**src/rtl/bht_pkg.sv**
```systemverilog
// Shared types and helpers for the branch-history table controller.
// Holds the FSM state encoding and the 2-bit saturating counter update.
package bht_pkg;

    typedef enum logic [1:0] {
        INIT,
        RUN,
        UPD_RD,
        UPD_WR
    } state_e;

    localparam int CTR_W = 2;
    localparam logic [CTR_W-1:0] CTR_MAX = 2'b11;

    function automatic logic [CTR_W-1:0] sat_update(
        input logic [CTR_W-1:0] ctr,
        input logic             taken
    );
        if (taken && ctr != CTR_MAX)
            return ctr + 1'b1;
        else if (!taken && ctr != '0)
            return ctr - 1'b1;
        return ctr;
    endfunction

endpackage

```
**src/rtl/bht_table.sv**
```systemverilog
// Single-port table of 2-bit counters.
// Reads return on the following cycle; a write cycle leaves rdata unchanged.
module bht_table
    import bht_pkg::*;
#(
    parameter int INDEX_W = 4
) (
    input  logic               clk,
    input  logic               en,
    input  logic               we,
    input  logic [INDEX_W-1:0] addr,
    input  logic [CTR_W-1:0]   wdata,
    output logic [CTR_W-1:0]   rdata
);

    logic [CTR_W-1:0] mem [2**INDEX_W];

    // One access per cycle: either write the entry or register its contents.
    always_ff @(posedge clk) begin
        if (en) begin
            if (we)
                mem[addr] <= wdata;
            else
                rdata <= mem[addr];
        end
    end

endmodule

```
**src/rtl/bht_controller.sv**
```systemverilog
// Arbitrates the single BHT port between fetch lookups and queued updates.
// Also sweeps the table to INIT_CTR after reset and on flush.
module bht_controller
    import bht_pkg::*;
#(
    parameter int               INDEX_W  = 4,
    parameter int               QDEPTH   = 4,
    parameter logic [CTR_W-1:0] INIT_CTR = 2'b00
) (
    input  logic               clk,
    input  logic               rst,
    input  logic               flush,
    input  logic               pred_req,
    input  logic [INDEX_W-1:0] pred_idx,
    output logic               pred_ready,
    output logic               pred_valid,
    output logic               pred_taken,
    input  logic               upd_valid,
    input  logic [INDEX_W-1:0] upd_idx,
    input  logic               upd_taken,
    output logic               upd_ready,
    output logic               init_busy
);

    localparam int PW = $clog2(QDEPTH);
    localparam int CW = PW + 1;
    localparam logic [CW-1:0] FULL = CW'(QDEPTH);

    typedef struct packed {
        logic [INDEX_W-1:0] idx;
        logic               taken;
    } upd_t;

    state_e             state;
    logic [INDEX_W-1:0] sweep_idx;
    logic [CW-1:0]      count;
    logic [PW-1:0]      rd_ptr;
    logic [PW-1:0]      wr_ptr;
    upd_t               fifo [QDEPTH];
    upd_t               cur;
    logic [CTR_W-1:0]   new_ctr;
    logic               taken_hold;

    logic               t_en;
    logic               t_we;
    logic [INDEX_W-1:0] t_addr;
    logic [CTR_W-1:0]   t_wdata;
    logic [CTR_W-1:0]   t_rdata;
    logic               pred_fire;
    logic               pop;
    logic               push;

    assign init_busy  = (state == INIT);
    assign pred_ready = (state == RUN) && (count != FULL);
    assign upd_ready  = (state != INIT) && (count != FULL);
    assign push       = upd_valid && upd_ready && !flush;
    assign pred_taken = pred_valid ? t_rdata[1] : taken_hold;

    // Port arbitration: sweep, then lookups ahead of queued updates.
    always_comb begin
        t_en      = 1'b0;
        t_we      = 1'b0;
        t_addr    = sweep_idx;
        t_wdata   = INIT_CTR;
        pred_fire = 1'b0;
        pop       = 1'b0;
        if (!flush) begin
            unique case (state)
                INIT: begin
                    t_en = 1'b1;
                    t_we = 1'b1;
                end
                RUN: begin
                    if (pred_req && pred_ready) begin
                        pred_fire = 1'b1;
                        t_en      = 1'b1;
                        t_addr    = pred_idx;
                    end else if (count != '0) begin
                        pop    = 1'b1;
                        t_en   = 1'b1;
                        t_addr = fifo[rd_ptr].idx;
                    end
                end
                UPD_RD: begin
                end
                UPD_WR: begin
                    t_en    = 1'b1;
                    t_we    = 1'b1;
                    t_addr  = cur.idx;
                    t_wdata = new_ctr;
                end
            endcase
        end
    end

    // FSM, sweep counter, queue pointers and prediction output registers.
    always_ff @(posedge clk or posedge rst) begin
        if (rst) begin
            state      <= INIT;
            sweep_idx  <= '0;
            count      <= '0;
            rd_ptr     <= '0;
            wr_ptr     <= '0;
            cur        <= '0;
            new_ctr    <= '0;
            pred_valid <= 1'b0;
            taken_hold <= 1'b0;
        end else begin
            pred_valid <= pred_fire;
            if (pred_valid)
                taken_hold <= t_rdata[1];
            if (flush) begin
                state     <= INIT;
                sweep_idx <= '0;
                count     <= '0;
                rd_ptr    <= '0;
                wr_ptr    <= '0;
            end else begin
                unique case (state)
                    INIT: begin
                        sweep_idx <= sweep_idx + 1'b1;
                        if (sweep_idx == '1)
                            state <= RUN;
                    end
                    RUN: begin
                        if (pop) begin
                            cur   <= fifo[rd_ptr];
                            state <= UPD_RD;
                        end
                    end
                    UPD_RD: begin
                        new_ctr <= sat_update(t_rdata, cur.taken);
                        state   <= UPD_WR;
                    end
                    UPD_WR: begin
                        state <= RUN;
                    end
                endcase
                if (push)
                    wr_ptr <= wr_ptr + 1'b1;
                if (pop)
                    rd_ptr <= rd_ptr + 1'b1;
                count <= count + CW'(push) - CW'(pop);
            end
        end
    end

    // Queue storage; entries need no reset since count gates their use.
    always_ff @(posedge clk) begin
        if (push)
            fifo[wr_ptr] <= '{idx: upd_idx, taken: upd_taken};
    end

    bht_table #(
        .INDEX_W(INDEX_W)
    ) u_table (
        .clk  (clk),
        .en   (t_en),
        .we   (t_we),
        .addr (t_addr),
        .wdata(t_wdata),
        .rdata(t_rdata)
    );

endmodule

```
**config.mk**
```make
export PLATFORM = sky130hd
export DESIGN_NAME = bht_controller
export DESIGN_NICKNAME = d
export VERILOG_FILES = /design/src/rtl/bht_pkg.sv /design/src/rtl/bht_table.sv /design/src/rtl/bht_controller.sv
export SDC_FILE = /design/constraint.sdc
export NUM_CORES = 1
export LEC_CHECK = 0
export ABC_AREA = 1
export BUFFER_PORTS_ARGS = -buffer_cell sky130_fd_sc_hd__buf_2
export CAP_MARGIN = 15
export CORE_MARGIN = 2
export CORE_UTILIZATION = 57
export CTS_BUF_LIST = sky130_fd_sc_hd__clkbuf_4 sky130_fd_sc_hd__clkbuf_8
export CTS_CLUSTER_SIZE = 8
export DETAILED_ROUTE_END_ITERATION = 10
export HOLD_SLACK_MARGIN = 0.08
export PLACE_DENSITY = 0.78
export SYNTH_ARGS = -nofsm -noshare
export SYNTH_HDL_FRONTEND = slang
export SYNTH_SLANG_ARGS = --single-unit
```
**constraint.sdc**
```tcl
create_clock -name clk -period 2.2 [get_ports clk]
set_input_delay 0.22 -clock clk [delete_from_list [all_inputs] [get_ports clk]]
set_output_delay 0.22 -clock clk [all_outputs]
set_load 0.1 [all_outputs]
```
==> qor.csv <==
stage,metric,value,unit
power,"Power, Total",6.261,mW
power,Pleak,2.121,nW
critical_path,Worst Setup Start Kind,flop,
cts,CTS max path bufs,2,
drt,drc violations,0,
cts,cts bufs inserted,9,
cts,CTS sink cnt,76,
cts,htree depth,3,
timing,# setup viols final,16,
status,status,"finished, violations left",
place,DP Area,4150,µm²
cts,clock root buffer,clkbuf_8,
die,core area,6314,µm²
timing,worst rel slew slack,41.97,%
yosys,largest family of logic cells by synthesized area,simple AND/OR/NAND/NOR gates,
drt,vias per inst,5.769,
yosys,most frequent cells after synthesis,"nand2_1 (117), edfxtp_1 (54), inv_1 (45)",
timing,WHS,0.09616,ns
global_routing,initial antenna violation count,0,
yosys,Netlist Area Pre-Place,3689,µm²
drt,DR pass1 iterations,5,
global_routing,largest net degree at the start of global routing,23,
timing,fmax,439.4,MHz
place,GPL Wtd Cong,0.8691,
die,Die Y,84.45,µm
timing,RSZ-0062 raised after global routing,true,
die,Die ar.,7131,µm²
drt,DR WL/cell,17.40,µm
finish,Util after Layout,77.03,%
timing,final-report hold violation count,0,
yosys,Syn. warnings,0,
die,chip width,84.45,µm
yosys,"EDFF count, synth",54,
yosys,post-synth top area share,43.96,%
critical_path,Critical Path RT,2.31,ns
yosys,Post-Synth Simple-Gate Area,23.27,%
finish,share of layout cells above drive strength 1,34.12,%
drt,Routed Antenna Nets,0,
die,Initial Utilization,58.42,%
yosys,Post-synth top flop,edfxtp_1,
timing,final worst-path cycle share,103.5,%
critical_path,kind of critical path,flop to flop,
global_routing,Global Route Usage Sum,23.70,%
die,Top Ports,19,
hold_path,hold crit path type,input pin to flop,
yosys,Adder-Cell Fraction of Synth Area,4.613,%
yosys,post-synthesis cell count,389,
cts,worst skew pair latency,0.36,ns
yosys,Async SR Flop Fraction,28.95,%
place,dpl hpwl,5415,µm
critical_path,Worst Setup End Kind,flop,
yosys,mux cell area share after synthesis,0.3053,%
power,PwrDens,1287,nW/µm²
place,PortBufs,18,
job,max_cap viols,0,
timing,crit path time final,2.276,ns
cts,CTS tree,built,
yosys,Synth Area in Compound Gates,6.852,%
finish,ANT cells,0,
yosys,register bit total from synthesis,76,
yosys,"top cells by area, synth","edfxtp_1 (44%), dfrtp_1 (15%), nand2_1 (12%)",
global_routing,number of global-route vias before repair,2849,
global_routing,first-pass GRT wire length,13020,µm
yosys,"Seq/Total Area, Yosys",58.89,%
timing,"Slew Viols, Final",0,
die,FP Rows,29,
yosys,XOR/XNOR Fraction of Synth Area,0,%
critical_path,Crit Path Max Fanout,6,
drt,Vias,3150,
status,violated checks,negative setup slack,
timing,worst clock skew,0.02084,ns
finish,Layout area overhead,31.85,%
global_routing,aggregate global routing overflow,0,
timing,Final WS setup,-0.07606,ns
drt,initial DRC count,318,
timing,Slew @ Worst Pin,0.8695,ns
yosys,synthesized area per cell,9.482,µm²
power,Max rail drop VDD,1031,µV
cts,clk slew on worst S/H paths,0.09,ns
drt,WL final,9501,µm
yosys,Yosys top cell by area,edfxtp_1,
yosys,most frequent cell after synthesis,nand2_1,
finish,# nets final,491,
yosys,Cell variety after synth,32,
critical_path,Worst EP arrival,2.39,ns
yosys,"Net Count, Synth",416,
finish,cell area after layout,4863,µm²
==> through the flow <==
| stage | instances | setup TNS, ns | setup WS [ns] |
|---|---|---|---|
| after detailed placement | 509 | -1.928 | -0.1219 |
| after floorplan | 389 | -0.7710 | -0.3927 |
| after CTS | 535 | -0.004414 | -0.003010 |
| after global placement | 509 | -0.1279 | -0.03018 |
| final | 546 | -0.4856 | -0.07606 |
| after global routing | 546 | -2.457 | -0.1591 |
==> area by class of cell <==
| class | count | area (µm²) |
|---|---|---|
| timing repair buffer | 71 | 551.8 |
| fill | 368 | 1450 |
| tap | 77 | 96.34 |
| clock buffer | 9 | 123.9 |
| inverter | 49 | 191.4 |
| multi-input combinational | 257 | 1613 |
| clock inverter | 7 | 115.1 |
| sequential | 76 | 2172 |
==> routing by layer <==
metal	GRT usage, %	share of wire, %
met1	29.44	38
met2	41.27	50
met3	3.441	6.9
met4	10.68	4.5
met5	0	0
==> cell families after synthesis <==
logic type / count (synthesis)
AND/OR/NAND/NOR: 202
multiplexers: 1
AO/OA/AOI/OAI: 41
buffers and inverters: 56
adder cells (fa/ha/maj): 13
flip-flops: 76
==> sequential cells by signal, summed over array words and instances, names as in the netlist <==
name           count
u_table.mem       32
fifo              20
cur                5
sweep_idx          4
count              3
new_ctr            2
rd_ptr             2
state              2
u_table.rdata      2
wr_ptr             2
pred_valid         1
taken_hold         1
==> cell usage in the layout, fill, tap and decap left out, types with 4 or more instances in the layout <==
| cell type | n |
|---|---|
| ha_1 | 7 |
| dfrtp_1 | 22 |
| nand2_2 | 15 |
| nor2_1 | 19 |
| buf_4 | 37 |
| nand3_1 | 21 |
| nor2_4 | 9 |
| dlygate4sd3_1 | 4 |
| ha_4 | 5 |
| edfxtp_1 | 54 |
| o22ai_1 | 4 |
| buf_6 | 11 |
| nor2_2 | 13 |
| inv_1 | 37 |
| o21ai_0 | 18 |
| nand2_1 | 101 |
| nand3_4 | 6 |
| buf_2 | 18 |
| a21oi_1 | 8 |
| inv_2 | 9 |
| clkbuf_8 | 9 |
==> what timing repair did <==
| item | CTS | global route |
|---|---|---|
| endpoints found under the setup margin | 36 | 36 |
| pin swaps | 5 | 18 |
| hold endpoints to repair | 34 | 0 |
| resized for setup | 23 | 59 |
| setup buffers | 6 | 11 |
| hold buffers | 4 | 0 |
==> worst max-delay path, cell delays in order, from the launching register on <==
cell	delay, ns
dfrtp_1	0.44
buf_6	0.15
ha_4	0.16
buf_4	0.15
nand2_2	0.07
nand3_2	0.09
nand2_2	0.11
nand2_4	0.12
buf_6	0.16
nand3_1	0.11
nand2_1	0.09
nand2_1	0.08
nand2_1	0.06
nand2_1	0.08
nand2_2	0.06
inv_2	0.06
nand2_1	0.05
==> worst paths after layout <==
kind	start	endpoint	slack (ns)	depth (start not counted)
worst max-delay path	state[0]	u_table.rdata[1]	-0.08	16
worst min-delay path	upd_idx[1]	fifo[3][2]	0.1	1
worst max register to register	state[0]	u_table.rdata[1]	-0.08	16
worst min register to register	taken_hold	taken_hold	0.50	1
max in group asynchronous	rst	rd_ptr[1]	1.07	3
min in group asynchronous	rst	state[1]	0.58	3
==> power breakdown <==
| part | switching, mW | internal, mW | leakage [nW] |
|---|---|---|---|
| registers | 0.131 | 1.76 | 0.784 |
| clock network | 0.529 | 0.749 | 0.115 |
| logic | 1.98 | 1.11 | 1.22 |
No activity file was read; power rests on OpenSTA's default activity.
